$ cat src/rtl/gate_model_misr.sv
// gate_model_misr
//   Response compactor for the combinational gate models. Each accepted
//   10-bit response vector is folded into a Galois-style multiple-input
//   signature register. After the requested number of vectors the block
//   reports the final signature and whether it matches the golden value.
//
// Ports:
//   clk        in   clock, all state updates on the rising edge
//   rst        in   synchronous active-high reset
//   start      in   begin a run (accepted only in IDLE and DONE)
//   num_vec    in   vectors to compact, latched on an accepted start
//   expected   in   golden signature, latched on an accepted start
//   resp_valid in   response vector present
//   resp       in   {N423,N422,N421,N420,N419,N418,N416,N415,N414,N408}
//   resp_ready out  block accepts resp this cycle
//   busy       out  run in progress
//   done       out  run complete, result outputs valid
//   pass       out  signature == expected, meaningful only while done=1
//   signature  out  current MISR contents
//   vec_count  out  vectors accepted in the current run
module gate_model_misr #(
  parameter int unsigned             WIDTH   = 10,
  parameter logic [WIDTH-1:0]        POLY    = 10'h009,
  parameter logic [WIDTH-1:0]        SEED    = 10'h000,
  parameter int unsigned             COUNT_W = 16
) (
  input  logic               clk,
  input  logic               rst,
  input  logic               start,
  input  logic [COUNT_W-1:0] num_vec,
  input  logic [WIDTH-1:0]   expected,
  input  logic               resp_valid,
  input  logic [WIDTH-1:0]   resp,
  output logic               resp_ready,
  output logic               busy,
  output logic               done,
  output logic               pass,
  output logic [WIDTH-1:0]   signature,
  output logic [COUNT_W-1:0] vec_count
);

  typedef enum logic [1:0] {
    IDLE = 2'd0,
    RUN  = 2'd1,
    DONE = 2'd2
  } state_e;

  state_e             state_q, state_d;
  logic [WIDTH-1:0]   sig_q, sig_d;
  logic [COUNT_W-1:0] cnt_q, cnt_d;
  logic [COUNT_W-1:0] num_q, num_d;
  logic [WIDTH-1:0]   exp_q, exp_d;

  logic [WIDTH-1:0]   sig_next;
  logic [COUNT_W-1:0] cnt_next;

  // Galois step: shift left, fold the outgoing MSB back through the taps,
  // then mix in the new response vector.
  always_comb begin
    sig_next = {sig_q[WIDTH-2:0], 1'b0} ^ (sig_q[WIDTH-1] ? POLY : '0) ^ resp;
    cnt_next = cnt_q + COUNT_W'(1);
  end

  always_comb begin
    state_d = state_q;
    sig_d   = sig_q;
    cnt_d   = cnt_q;
    num_d   = num_q;
    exp_d   = exp_q;
    case (state_q)
      IDLE, DONE: begin
        if (start) begin
          sig_d   = SEED;
          cnt_d   = '0;
          num_d   = num_vec;
          exp_d   = expected;
          state_d = (num_vec == '0) ? DONE : RUN;
        end
      end
      RUN: begin
        if (resp_valid) begin
          sig_d = sig_next;
          cnt_d = cnt_next;
          // Comparing the post-increment count against num avoids a
          // num-1 subtraction; num is nonzero whenever RUN is entered.
          if (cnt_next == num_q) begin
            state_d = DONE;
          end
        end
      end
      default: state_d = IDLE;
    endcase
  end

  always_ff @(posedge clk) begin
    if (rst) begin
      state_q <= IDLE;
      sig_q   <= SEED;
      cnt_q   <= '0;
      num_q   <= '0;
      exp_q   <= '0;
    end else begin
      state_q <= state_d;
      sig_q   <= sig_d;
      cnt_q   <= cnt_d;
      num_q   <= num_d;
      exp_q   <= exp_d;
    end
  end

  always_comb begin
    resp_ready = (state_q == RUN);
    busy       = (state_q == RUN);
    done       = (state_q == DONE);
    pass       = (state_q == DONE) && (sig_q == exp_q);
    signature  = sig_q;
    vec_count  = cnt_q;
  end

endmodule

$ cat config.mk
export PLATFORM = sky130hd
export DESIGN_NAME = gate_model_misr
export DESIGN_NICKNAME = d
export VERILOG_FILES = /design/src/rtl/gate_model_misr.sv
export SDC_FILE = /design/constraint.sdc
export NUM_CORES = 1
export LEC_CHECK = 0
export CORE_MARGIN = 3
export CORE_UTILIZATION = 25
export DETAILED_ROUTE_END_ITERATION = 10
export PLACE_DENSITY = 0.58
export REMOVE_ABC_BUFFERS = 1
export SLEW_MARGIN = 20
export SYNTH_ARGS = -nofsm -noshare
export SYNTH_HDL_FRONTEND = slang
export SYNTH_SLANG_ARGS = --single-unit
$ cat constraint.sdc
create_clock -name clk -period 3.1 [get_ports clk]
set_input_delay 0.31 -clock clk [delete_from_list [all_inputs] [get_ports clk]]
set_output_delay 0.31 -clock clk [all_outputs]
set_load 0.005 [all_outputs]
==> out/results.txt <==
For the HPWL after detailed placement, the log shows 6310 microns. The tools report the global-route usage over all layers as 0.1307. Category of the most critical setup path: reg2reg. Traced cell by cell, the critical path runs through ha_1, nand3_4, or3_1, nor4b_2, a41oi_1, a2111oi_4, a31oi_1. After layout, the worst setup slack is 0.6203 ns. Actual slew at the worst max-slew pin: 0.6139 ns. TritonCTS created 5 clock buffers. Leaving out fill and tap cells, the most frequent cell in the layout is sky130_fd_sc_hd__nand2_1. Data arrives at the worst endpoint at 2.64 ns. The floorplan has 38 rows. In this run the static leakage power is 1.309 nW. The first global-routing pass estimated 13630 microns of wire. The fraction of layout cells with a size suffix above 1 was 0.05300. The number of nets in the final layout was 474. In this run the number of H-tree levels came out at 2. Dividing total power by cell area gives a power density of 419.9 mW/mm^2. Prior to clock tree synthesis, the placed netlist has a worst setup slack of 0.6517 ns. The minimum clock period after layout was 2.480 ns. The logs give 0 for the number of failing hold endpoints at the final stage and 0.3715 for the sequential share of the synthesized area. The clock edge transition at the registers on the reported setup and hold paths is 0.07 ns. For the worst setup path, the data required time is 3.26 ns. The class of the tightest hold or removal check was reg2reg. Proportion of power drawn by flip-flops and latches: 0.473. Leaving out filler cells and counting taps, the final layout contains 574. The worst vdd rail ir drop was 0.0002575 V; the hold buffer count at CTS was 0. Setup repair after global routing left no endpoint under its margin. The area share of the largest cell type after synthesis was 0.3715; the I/O pin total was 70. TritonCTS built the clock tree. The final layout contains routed wiring with a total length of 8549 microns. Wire length per cell after detailed routing: 14.89 microns. Critical path launch point type: a flop. Yosys attributes the largest share of cell area to sky130_fd_sc_hd__dfxtp_1, sky130_fd_sc_hd__nand2_1, sky130_fd_sc_hd__a21oi_1. The floorplan step defined a die boundary enclosing 0.01297 sq mm. The highest clock rate was 0.4033 GHz. The predominant post-synthesis flop cell is sky130_fd_sc_hd__dfxtp_1.

Clock net sink count: 54. In the final timing run, aggregate negative setup slack is 0 ns. The overall die width came out at 113.9 microns. The switching portion of total power came out at 0.2671.

The library cell occupying the most area in the post-synthesis netlist is sky130_fd_sc_hd__dfxtp_1. The delay of the slowest cell on the worst path was 0.48 ns. The count of pins over their slew limit is 0, and the vertical extent of the die is 113.9 microns. In this run the critical register-to-register path is launched from vec_count[0]. The part of the total power dissipated in combinational logic is 0.173. Leaving out fill and tap cells, the most frequent cells in the layout are sky130_fd_sc_hd__nand2_1, sky130_fd_sc_hd__clkdlybuf4s50_1, sky130_fd_sc_hd__dfxtp_1. The cell internal power dissipation is 0.001180 W.

STA classifies the critical path endpoint as a flop. The synthesized netlist contains 44 unique library cells. The maximum number of pins on one net before global-route repair is 40, and the number of synthesis warnings is 0. For the clock latency on the worst-skew pair, the log shows 0.29 ns.

The flow ran to the end, and the final reports show no timing, DRC or antenna violations. The via count of the first global-routing pass was 2604. The count of buffers added by post-CTS timing repair for setup was 0; the worst-case clock skew was 0.006562 ns. The fraction of synthesis flops using an asynchronous set or reset pin works out to 0. The area of the core came out at 0.01113 sq mm. In this run the clock root is driven by a sky130_fd_sc_hd__clkbuf_16. From synthesis to final layout, the design area changed by 31.73%. The via density per instance is 4.859, and the number of buffers on the longest clock path is 2.

Startpoint of the most critical setup path: vec_count[0]. Post-CTS repair changed the size of 0 cells. Counting flops with a built-in enable in the synthesized netlist gives 0. Initial antenna violation count: 0. The mapped netlist covers 0.002910 sq mm. A synthesized cell averages 7.639 sq um.

The logs give 0.2616 for the initial core utilization and 4 for the number of iterations in the first detailed-routing pass. For the number of instances in the synthesized netlist, the log shows 381. The largest fanout on the critical path works out to 9. The number of antenna diodes in the final layout is 0. After the first detailed-routing iteration, the DRC count stood at 233. The analysis attributes to net switching a power of 0.0004299 W. Share of power burned in the clock network: 0.355. The share of the clock period used by the worst path after layout works out to 0.7999. The detailed router placed 2789 vias in this run. The worst relative slew slack was 0.5907. The tool flagged a number of max-cap violations equal to 0. Instance count after placement with tap cells included: 566.

Number of buffers inserted by port buffering: 69. For this run, design rule violations remaining after detail routing come to 0. For this design, the slowest cell found on the critical path is sky130_fd_sc_hd__dfxtp_1.

Setup violations remaining at the end of the flow were counted as 0. Global routing finished with a remaining overflow of 0. The tools report the placer's final routability congestion estimate as 0.9046. The worst hold path begins at exp_q[0].

Once detail routing completed, the nets flagged for antenna violations numbered 0. After synthesis the netlist holds a flip-flop and latch count of 54.
==> power groups by stage <==
stage               combinational [W]  sequential, W  clock [W]
finish                       0.000278       0.000761   0.000571
global route                 0.000309       0.000765   0.000613
CTS                          0.000282       0.000761   0.000588
detailed placement           0.000280       0.000777          0
global placement             0.000279       0.000775          0
floorplan                    0.000142       0.000767          0
==> cells by family (layout without fill, tap and decap cells) <==
logic type               Yosys count  in the layout  share of synthesized area
AND/OR/NAND/NOR                  171            171                     0.2803
AO/OA/AOI/OAI                     78             78                     0.1569
flip-flops                        54             54                     0.3715
XOR/XNOR                          43             43                     0.1294
buffers and inverters             31             84                    0.04686
multiplexers                       3              3                    0.01075
adder cells (fa/ha/maj)            1              1                   0.004299
==> registers in the layout, indices dropped and copies added, names as in the netlist <==
name       cells
num_q         16
exp_q         10
signature     10
state_q        2
vec_count     16
==> worst max-delay path: cells and delay by family, from the launching register on <==
kind                       cells  cell delay, ns
adders and majority gates      1            0.39
and+or+nand+nor                3            0.84
AOI/OAI and AO/OA              3            0.65
DFF                            1            0.48
==> cell type report <==
class                   instances  area, sq um
fillers                      1208         7292
repair buffers                 74        723.2
well taps                     140        175.2
clock buffers                   6        138.9
inverters                       2        7.507
clock inverters                 2        12.51
flip-flops and latches         54         1081
multi-input cells             296         1695
==> cell usage after synthesis, types with 2 or more instances <==
master                      n
sky130_fd_sc_hd__nor4_1     8
sky130_fd_sc_hd__nor2b_1    3
sky130_fd_sc_hd__xor2_1    18
sky130_fd_sc_hd__dfxtp_1   54
sky130_fd_sc_hd__o21ai_0   15
sky130_fd_sc_hd__buf_1      3
sky130_fd_sc_hd__nand3_1   20
sky130_fd_sc_hd__and2_1     2
sky130_fd_sc_hd__nor2_1    22
sky130_fd_sc_hd__nor4_2     2
sky130_fd_sc_hd__or3_1      2
sky130_fd_sc_hd__buf_4      4
sky130_fd_sc_hd__a31oi_1    2
sky130_fd_sc_hd__nand4_1    9
sky130_fd_sc_hd__nand2b_1   2
sky130_fd_sc_hd__and3_1     2
sky130_fd_sc_hd__buf_2      4
sky130_fd_sc_hd__inv_1      2
sky130_fd_sc_hd__nor3_1    12
sky130_fd_sc_hd__nand2_1   79
sky130_fd_sc_hd__xnor2_1   25
sky130_fd_sc_hd__clkbuf_1  18
sky130_fd_sc_hd__mux2i_1    2
sky130_fd_sc_hd__a311oi_1   4
sky130_fd_sc_hd__a21oi_1   48
==> metrics by stage <==
step / hold slack, ns / instance area, sq um / power [W] / utilization
CTS: 0.4704 / 3834 / 0.001630 / 0.3446
detailed placement: 0.4602 / 3682 / 0.001058 / 0.3310
global route: 0.4960 / 3834 / 0.001687 / 0.3446
floorplan: 0.3791 / 2781 / 0.0009090 / -
global placement: 0.4565 / 3682 / 0.001054 / 0.3310
finish: 0.4686 / 3834 / 0.001610 / 0.3446
==> per-layer routing <==
metal,part of all wire,GRT usage
met1,0.47,0.1864
met5,0,0
met2,0.46,0.1998
met4,0.016,0.04196
met3,0.058,0.02334
==> path summary, 6_finish.rpt <==
check	endpoint	slack (ns)	cells past startpoint
setup / recovery	state_q[0]	0.62	7
hold / removal	exp_q[0]	0.47	2
setup reg to reg	state_q[0]	0.62	7
hold reg to reg	exp_q[0]	0.47	2
Note: power is estimated with default switching activity, not from simulation.
